--- src/rtl/vga_timing_pkg.sv ---
// Shared raster timing constants and types for the VGA timing generator.
package vga_timing_pkg;

  // 640x480 @ 60 Hz defaults
  localparam int DEF_H_ACTIVE = 640;
  localparam int DEF_H_FP     = 16;
  localparam int DEF_H_SYNC   = 96;
  localparam int DEF_H_BP     = 48;
  localparam int DEF_V_ACTIVE = 480;
  localparam int DEF_V_FP     = 10;
  localparam int DEF_V_SYNC   = 2;
  localparam int DEF_V_BP     = 33;

  localparam int DEF_H_TOTAL = DEF_H_ACTIVE + DEF_H_FP + DEF_H_SYNC + DEF_H_BP;
  localparam int DEF_V_TOTAL = DEF_V_ACTIVE + DEF_V_FP + DEF_V_SYNC + DEF_V_BP;

  typedef enum logic [1:0] {ACTIVE, FRONT, SYNC, BACK} vga_phase_e;

  typedef logic [9:0] coord_t;

endpackage

--- src/rtl/vga_axis_counter.sv ---
// One raster axis: position counter plus the phase FSM that tracks it.
// The phase only moves on the same step as the count, so the two can
// never disagree.
module vga_axis_counter
  import vga_timing_pkg::*;
#(
  parameter int ACTIVE_LEN = DEF_H_ACTIVE,
  parameter int FP_LEN     = DEF_H_FP,
  parameter int SYNC_LEN   = DEF_H_SYNC,
  parameter int BP_LEN     = DEF_H_BP
) (
  input  logic       clk,
  input  logic       reset,
  input  logic       step,
  output coord_t     count,
  output vga_phase_e phase,
  output logic       wrap
);

  localparam int TOTAL = ACTIVE_LEN + FP_LEN + SYNC_LEN + BP_LEN;

  // last count value of each phase
  localparam coord_t ACT_END  = coord_t'(ACTIVE_LEN - 1);
  localparam coord_t FP_END   = coord_t'(ACTIVE_LEN + FP_LEN - 1);
  localparam coord_t SYNC_END = coord_t'(ACTIVE_LEN + FP_LEN + SYNC_LEN - 1);
  localparam coord_t LAST     = coord_t'(TOTAL - 1);

  if (TOTAL > 1024 || ACTIVE_LEN < 1 || FP_LEN < 1 || SYNC_LEN < 1 || BP_LEN < 1) begin : g_bad_geom
    $error("vga_axis_counter: every phase needs >=1 count and the total must fit 10 bits");
  end

  // wrap is combinational so the next axis steps on the very same edge
  assign wrap = step && (count == LAST);

  // advance count and phase together on each step
  always_ff @(posedge clk) begin
    if (reset) begin
      count <= '0;
      phase <= ACTIVE;
    end else if (step) begin
      if (count == LAST) begin
        count <= '0;
        phase <= ACTIVE;
      end else begin
        count <= count + 1'b1;
        case (phase)
          ACTIVE:  if (count == ACT_END)  phase <= FRONT;
          FRONT:   if (count == FP_END)   phase <= SYNC;
          SYNC:    if (count == SYNC_END) phase <= BACK;
          default: ;
        endcase
      end
    end
  end

endmodule

--- src/rtl/vga_timing_gen.sv ---
// VGA raster timing generator: clock divider, H/V axis counters and a
// registered output decode stage (DE, coordinates, syncs, start pulses).
// Optional frame counter enabled by defining VGA_TIMING_FRAME_CNT_EN.
module vga_timing_gen
  import vga_timing_pkg::*;
#(
  parameter int   CLK_DIV  = 4,
  parameter int   H_ACTIVE = DEF_H_ACTIVE,
  parameter int   H_FP     = DEF_H_FP,
  parameter int   H_SYNC   = DEF_H_SYNC,
  parameter int   H_BP     = DEF_H_BP,
  parameter int   V_ACTIVE = DEF_V_ACTIVE,
  parameter int   V_FP     = DEF_V_FP,
  parameter int   V_SYNC   = DEF_V_SYNC,
  parameter int   V_BP     = DEF_V_BP,
  parameter logic SYNC_POL = 1'b0
) (
  input  logic        clk,
  input  logic        reset,
  output logic        pclk,
  output logic        pix_tick,
  output logic        DE,
  output logic [9:0]  x_pixel,
  output logic [9:0]  y_pixel,
  output logic        h_sync,
  output logic        v_sync,
  output logic        line_start,
  output logic        frame_start,
  output logic [15:0] frame_cnt
);

  if (CLK_DIV < 2 || (CLK_DIV % 2) != 0) begin : g_bad_div
    $error("vga_timing_gen: CLK_DIV must be even and >= 2");
  end

  localparam int DW = $clog2(CLK_DIV);
  localparam logic [DW-1:0] DIV_LAST = DW'(CLK_DIV - 1);
  localparam logic [DW-1:0] DIV_HALF = DW'(CLK_DIV / 2);

  logic [DW-1:0] div_cnt, div_nxt;
  coord_t        h_cnt, v_cnt;
  vga_phase_e    h_phase, v_phase;
  logic          h_wrap, v_wrap;
  logic          line_moved, frame_moved;

  // next divider value; pix_tick/pclk are registered copies of its decode
  always_comb begin
    div_nxt = (div_cnt == DIV_LAST) ? '0 : div_cnt + 1'b1;
  end

  // pixel-rate divider
  always_ff @(posedge clk) begin
    if (reset) begin
      div_cnt  <= '0;
      pix_tick <= 1'b0;
      pclk     <= 1'b0;
    end else begin
      div_cnt  <= div_nxt;
      pix_tick <= (div_nxt == DIV_LAST);
      pclk     <= (div_nxt >= DIV_HALF);
    end
  end

  vga_axis_counter #(
    .ACTIVE_LEN (H_ACTIVE),
    .FP_LEN     (H_FP),
    .SYNC_LEN   (H_SYNC),
    .BP_LEN     (H_BP)
  ) u_h (
    .clk   (clk),
    .reset (reset),
    .step  (pix_tick),
    .count (h_cnt),
    .phase (h_phase),
    .wrap  (h_wrap)
  );

  vga_axis_counter #(
    .ACTIVE_LEN (V_ACTIVE),
    .FP_LEN     (V_FP),
    .SYNC_LEN   (V_SYNC),
    .BP_LEN     (V_BP)
  ) u_v (
    .clk   (clk),
    .reset (reset),
    .step  (h_wrap),
    .count (v_cnt),
    .phase (v_phase),
    .wrap  (v_wrap)
  );

  // remember that the counters just arrived at x=0 / (0,0); reset counts
  // as an arrival so the first decoded pixel also pulses both starts
  always_ff @(posedge clk) begin
    if (reset) begin
      line_moved  <= 1'b1;
      frame_moved <= 1'b1;
    end else begin
      line_moved  <= h_wrap;
      frame_moved <= v_wrap;
    end
  end

  // output decode, one clk behind the counters, all on the same edge
  always_ff @(posedge clk) begin
    if (reset) begin
      DE          <= 1'b0;
      x_pixel     <= '0;
      y_pixel     <= '0;
      h_sync      <= ~SYNC_POL;
      v_sync      <= ~SYNC_POL;
      line_start  <= 1'b0;
      frame_start <= 1'b0;
    end else begin
      DE          <= (h_phase == ACTIVE) && (v_phase == ACTIVE);
      x_pixel     <= h_cnt;
      y_pixel     <= v_cnt;
      h_sync      <= (h_phase == SYNC) ? SYNC_POL : ~SYNC_POL;
      v_sync      <= (v_phase == SYNC) ? SYNC_POL : ~SYNC_POL;
      line_start  <= line_moved;
      frame_start <= frame_moved;
    end
  end

`ifdef VGA_TIMING_FRAME_CNT_EN
  // count frames; the increment lands together with frame_start
  always_ff @(posedge clk) begin
    if (reset)            frame_cnt <= '0;
    else if (frame_moved) frame_cnt <= frame_cnt + 16'd1;
  end
`else
  assign frame_cnt = '0;
`endif

endmodule
--- config.mk ---
export PLATFORM = sky130hd
export DESIGN_NAME = vga_timing_gen
export DESIGN_NICKNAME = d
export VERILOG_FILES = /design/src/rtl/vga_timing_pkg.sv /design/src/rtl/vga_axis_counter.sv /design/src/rtl/vga_timing_gen.sv
export SDC_FILE = /design/constraint.sdc
export NUM_CORES = 1
export LEC_CHECK = 0
export ABC_AREA = 1
export CAP_MARGIN = 30
export CORE_MARGIN = 4
export CORE_UTILIZATION = 30
export CTS_BUF_LIST = sky130_fd_sc_hd__clkbuf_8
export CTS_CLUSTER_DIAMETER = 150
export DETAILED_ROUTE_END_ITERATION = 7
export PLACE_DENSITY = 0.49
export SYNTH_ARGS = -nofsm -noshare
export SYNTH_HDL_FRONTEND = slang
export SYNTH_SLANG_ARGS = --single-unit
export TNS_END_PERCENT = 5
--- constraint.sdc ---
create_clock -name clk -period 1.6 [get_ports clk]
set_clock_uncertainty 0.15 [all_clocks]
set_input_delay 0.32 -clock clk [delete_from_list [all_inputs] [get_ports clk]]
set_output_delay 0.32 -clock clk [all_outputs]
set_load 0.02 [all_outputs]
# --- Word-level counts from Yosys, hierarchy flattened ---
# Cells that the tools add are included.
classes:
  addsub: 3
  muxes: 15
  n_lt_le_gt_ge: 1
  eq_ne: 20
  n_reduce_logical: 9
op_table:
  columns: ["cell", "n"]
  rows:
  - ["10-bit equality test (second input constant)", 5]
  - ["10-bit by 9-bit equality test with 1-bit output (second input constant)", 3]
  - ["10-bit by 1-bit adder with 10-bit output (second input constant)", 2]
  - ["10-bit 2-to-1 mux", 2]
  - ["2-bit 2-to-1 mux", 9]
  - ["3-bit by 1-bit inequality test with 1-bit output (second input constant)", 6]
  - ["2-bit one-hot mux with 3 select lines", 2]
  - ["5-bit AND reduction", 2]
  - ["2-bit equality test (second input constant)", 4]
  - ["4-bit nonzero test", 2]
  - ["2-bit by 1-bit equality test with 1-bit output (second input constant)", 2]
  - ["2-bit logical NOT", 2]
  - ["1-bit logical AND", 3]
  - ["2-bit by 1-bit adder with 2-bit output (second input constant)", 1]
  - ["2-bit >= comparator (second input constant)", 1]
  - ["1-bit 2-to-1 mux", 2]
totals:
  out_inout_bits: 43
  elab_cells: 64
  in_bits: 2
  regBits: 55

# --- Logic depth before layout (Yosys ltp) ---
# Gate-level depths: netlist (run 1).
logic_depth:
  depth_word: 4
  mapped_depth: 10
  ltp_nobuf: 10

# --- Cells and area by module ---
# A second synthesis (run 1) with hierarchy kept.
unflattened:
  cells_unflattened: 316
  area_unflattened_um2: 2457.4
modules_own_cells:
  columns: ["module", "n_inst", "seq_area_each_um2", "cells_per_inst", "area_per_inst_um2"]
  rows:
  - ["vga_timing_gen", 1, 600.6, 112, 1019.7]
  - ["vga_axis_counter (u_v)", 1, 240.2, 102, 721.9]
  - ["vga_axis_counter (u_h)", 1, 240.2, 102, 715.7]

# --- Worst setup path after synthesis (run 1) ---
# No wires, ideal clock.
synth_timing:
  kind: "reg-to-reg"
  from: "register pix_tick"
  to: "register u_v.phase[1]"
  setup_ps: 118
  slack_ps: -20
  t_arrival_ps: 1352
  path_buffers: 1
  required_ps: 1332
  path_stages_with_launch: 9
  synth_period_minus_slack_ps: 1620
  path_cell_list: "dfxtp_1 -> nand2_2 -> nor2_4 -> nand3_2 -> buf_6 -> nor2_2 -> nand3_1 -> nand4_1 -> o21ai_1"
synth_via:
  elab_chain_cells: 2
synth_lines:
  columns: ["item", "line_no", "text"]
  rows:
  - ["start, declared", "vga_timing_gen.sv:21", "output logic pix_tick,"]
  - ["start signal, assigned", "vga_timing_gen.sv:59", "pix_tick <= (div_nxt == DIV_LAST);"]
  - ["1-bit logical AND", "vga_axis_counter.sv:33", "assign wrap = step && (count == LAST);"]
  - ["5-bit AND reduction (no source line)", null, null]
  - ["end signal, assigned", "vga_axis_counter.sv:39", "phase <= ACTIVE;"]
  - ["end signal, assigned", "vga_axis_counter.sv:43", "phase <= ACTIVE;"]
  - ["end signal, assigned", "vga_axis_counter.sv:47", "ACTIVE: if (count == ACT_END) phase <= FRONT;"]
  - ["end, declared", "vga_axis_counter.sv:16", "output vga_phase_e phase,"]
# No other way between the ends.
# A chain may end at the register's enable or synchronous reset.

# --- Final worst setup path (run 1) ---
layout_timing:
  from: "register u_h.count[1]"
  to: "register u_v.count[7]"
layout_via:
  elab_chain_cells: 2
layout_lines:
  columns: ["item", "line_no", "text"]
  rows:
  - ["start, declared", "vga_axis_counter.sv:15", "output coord_t count,"]
  - ["start signal, assigned", "vga_axis_counter.sv:45", "count <= count + 1'b1;"]
  - ["10-bit equality test", "vga_axis_counter.sv:33", null]
  - ["1-bit logical AND", "vga_axis_counter.sv:33", null]
  - ["end signal, assigned", "vga_axis_counter.sv:45", null]
  - ["end, declared", "vga_axis_counter.sv:15", null]
# No other way between the ends.

==> results of run 1 <==
-- kinds of logic after synthesis --
| logic type | share of synthesized area, % |
|---|---|
| AO/OA/AOI/OAI | 4.64 |
| XOR/XNOR | 2.55 |
| adder cells (fa/ha/maj) | 6.25 |
| buffers and inverters | 13.9 |
| flip-flops | 45.0 |
| other | 0.156 |
| AND/OR/NAND/NOR | 27.5 |
-- power groups by stage --
stage / combinational (mW) / clock [mW] / sequential [mW]
2_1_floorplan: 0.101 / 0 / 1.42
3_3_place_gp: 0.142 / 0 / 1.40
3_5_place_dp: 0.142 / 0 / 1.40
4_1_cts: 0.136 / 0.968 / 1.37
5_1_grt: 0.152 / 1.00 / 1.38
6_report: 0.137 / 0.925 / 1.37
-- flip-flops by register name, summed over array words and instances, names as in the netlist, 2 cells and up --
signal and cells:
u_h.phase 2, x_pixel 10, u_h.count 10, y_pixel 10, u_v.count 10, u_v.phase 2
-- through the flow --
| step | setup slack [ns] | area [µm²] | std cells | hold WS [ns] |
|---|---|---|---|---|
| 2_1_floorplan | 0.0234 | 2460 | 326 | 0.238 |
| 3_3_place_gp | -0.0245 | 2990 | 468 | 0.248 |
| 3_5_place_dp | -0.0280 | 2990 | 468 | 0.248 |
| 4_1_cts | -0.000364 | 3090 | 475 | 0.262 |
| 5_1_grt | -0.0545 | 3180 | 476 | 0.282 |
| 6_report | 0.0273 | 3180 | 476 | 0.256 |
-- layout by cell type (no fill, tap or decap), types with 2 or more instances in the layout --
master         instances
a21boi_1               2
nor3_2                 3
nand3_2                3
inv_2                  3
nor2_4                 2
xor2_1                 6
clkbuf_8               6
nand3_1               16
dfxtp_1               49
nand2_1               47
buf_6                  5
nand4_1                9
inv_1                 42
o21ai_1                4
o21ai_0                2
nor3_1                 4
conb_1                16
nand2_2                3
ha_2                   2
buf_4                 30
dlygate4sd2_1         27
ha_1                   9
nor2_1                52
nor2_2                 4
dfxtp_2                4
a21oi_1                8
-- area by class of cell --
class / instances / area share [%]
Inverter: 47 / 5.63
Clock buffer: 6 / 2.60
Timing Repair Buffer: 64 / 17.2
Multi-Input combinational cell: 202 / 35.3
Clock inverter: 1 / 0.945
Tap cell: 102 / 4.01
Sequential cell: 54 / 34.3
-- what timing repair did --
item | 4_1_cts | 5_1_grt
resized for setup | 32 | 27
setup buffers | 0 | 1
endpoints found under the setup margin | 35 | 21
pin swaps | 0 | 11
-- worst min-delay path by stage --
stage / from / endpoint / slack, ns / cells past startpoint
floorplan: frame_moved / frame_start / 0.24 / 2
global placement: line_moved / line_start / 0.25 / 2
detailed placement: line_moved / line_start / 0.25 / 2
CTS: line_moved / line_start / 0.26 / 2
global route: frame_moved / frame_start / 0.28 / 2
finish: line_moved / line_start / 0.26 / 2
-- worst max-delay path, stage by stage, from the launching register on --
cell and delay (ns):
dfxtp_2 0.36, ha_4 0.15, nand2_4 0.05, nor2_4 0.14, nand3_4 0.13, buf_6 0.16, nor2_8 0.10, nand4_1 0.09
o21ai_1 0.10, nor2_1 0.06
-- routing by layer --
layer | vias up | global-route usage (%) | part of all wire [%]
li1 | 1053 | - | -
met1 | 917 | 13.7 | 45
met2 | 29 | 19.7 | 51
met3 | 7 | 2.44 | 3.1
met4 | 0 | 3.09 | 1.2
met5 | - | 0 | 0
==> metrics, run 1 <==
Avg Inst Size Synth between 7 and 8 µm²; Post-Route WL 5.25 mm; register area about 0.0011 mm²; 1st-iter DRT viols 36; Initial Util 30.9%; initial antenna violation count 0; FF+latch count, synth 54; worst hold path class flop to flop; Crit. End Element flop; Tmin final about 1.6 ns; IO buf count 28; RSZ-0062 raised after global routing yes; worst r2r path cells 9; top-area cell type share of the netlist area 45.0%; final setup TNS 0 ns; TritonRoute pass-1 iters 4; routed vias/inst 4.21; vias in the first global route 1886; top post-synthesis cells by area dfxtp_1 (45%), nor2_1 (8.8%), nand2_1 (7.8%), inv_1 (6.7%), ha_1 (6.3%); GR Overflow Total 0; power share of the clock group 38.0%; period utilisation layout 98.3%; ys async rst share 0%; Layout area overhead 32.3%; Die ar. 0.00950 mm²; num ports 45; most frequent cell after synthesis nor2_1; final hold viol count 0; top_reg_cell synth dfxtp_1; Leakage around 1.5 nW; Clk Latency, worst-skew pair 0.30 ns; CP Capture Point u_v.count[7]; R2R Path End u_v.count[7]; critical path type flop to flop; Pins Over Slew Limit 0; Final HPWL DP 4.13 mm; combinational share of power 5.6%; Final nets 388; Pwr Density 765 mW/mm²; FMAX 636 MHz; Internal Power 1.90 mW; core area ~0.0078 mm²; sequential power share 56.4%; post-route ant nets 0; chip width between 90 and 100 µm; Total Power 2.43 mW; row count 32; vias post-DR 2006; first-pass GRT wire length 8.86 mm; sequential share of the synthesized area between 40% and 50%; max-cap violation count 0; Data arrival, critical path roughly 1.6 ns; largest net degree at the start of global routing 28; CP required 1.65 ns; Sw Share between 20% and 30%; Post-synth EDFFs 0; Worst R2R Setup Slack 0.03 ns; Synth Warn # 0; Max IR drop VDD 0.000432 V; GP Congestion ~0.86; Crit. Startpoint u_h.count[1]; Sink Count 54; clock-pin slew reported for the worst setup and hold paths after clock tree synthesis 0.10 ns; CTS tree built; status complete, no violations; cell taking the most area after synthesis dfxtp_1; number of fill cells in the layout roughly 820; die height 97.5 µm; CTS H-tree lvls 2; Num CTS Buffers 5; Multi-input gate area 0.00112 mm²; synthesized area 0.00240 mm²; startpoint class of the critical path flop; RR Startpoint u_h.count[1]; antenna cell count 0; root buf cell clkbuf_8; Max FO, Critical Path 4; deepest clock path buffer count 2; DR WL/cell roughly 11 µm; final setup fails 0; Hold-fix buffers, CTS 0; Sw Pwr 0.528 mW; DRC 0; Distinct cells, synth 30; Core Util, Final 40.9%; share of layout cells above drive strength 1 20.1%; GR Util All Layers between 10% and 20%; Post-synth top cells nor2_1 (56), dfxtp_1 (54), nand2_1 (50), inv_1 (43), nand3_1 (18); Syn Inst Count 311
No activity file was read; power rests on OpenSTA's default activity.
==> inputs of run 2 (changes only) <==
--- a/config.mk
+++ b/config.mk
@@ -10,7 +10,6 @@
 export CORE_MARGIN = 4
 export CORE_UTILIZATION = 30
 export CTS_BUF_LIST = sky130_fd_sc_hd__clkbuf_8
-export CTS_CLUSTER_DIAMETER = 150
 export DETAILED_ROUTE_END_ITERATION = 7
 export PLACE_DENSITY = 0.49
 export SYNTH_ARGS = -nofsm -noshare
==> results of run 2 <==
Final layout, timing and power as in run 1 (identical DEF).
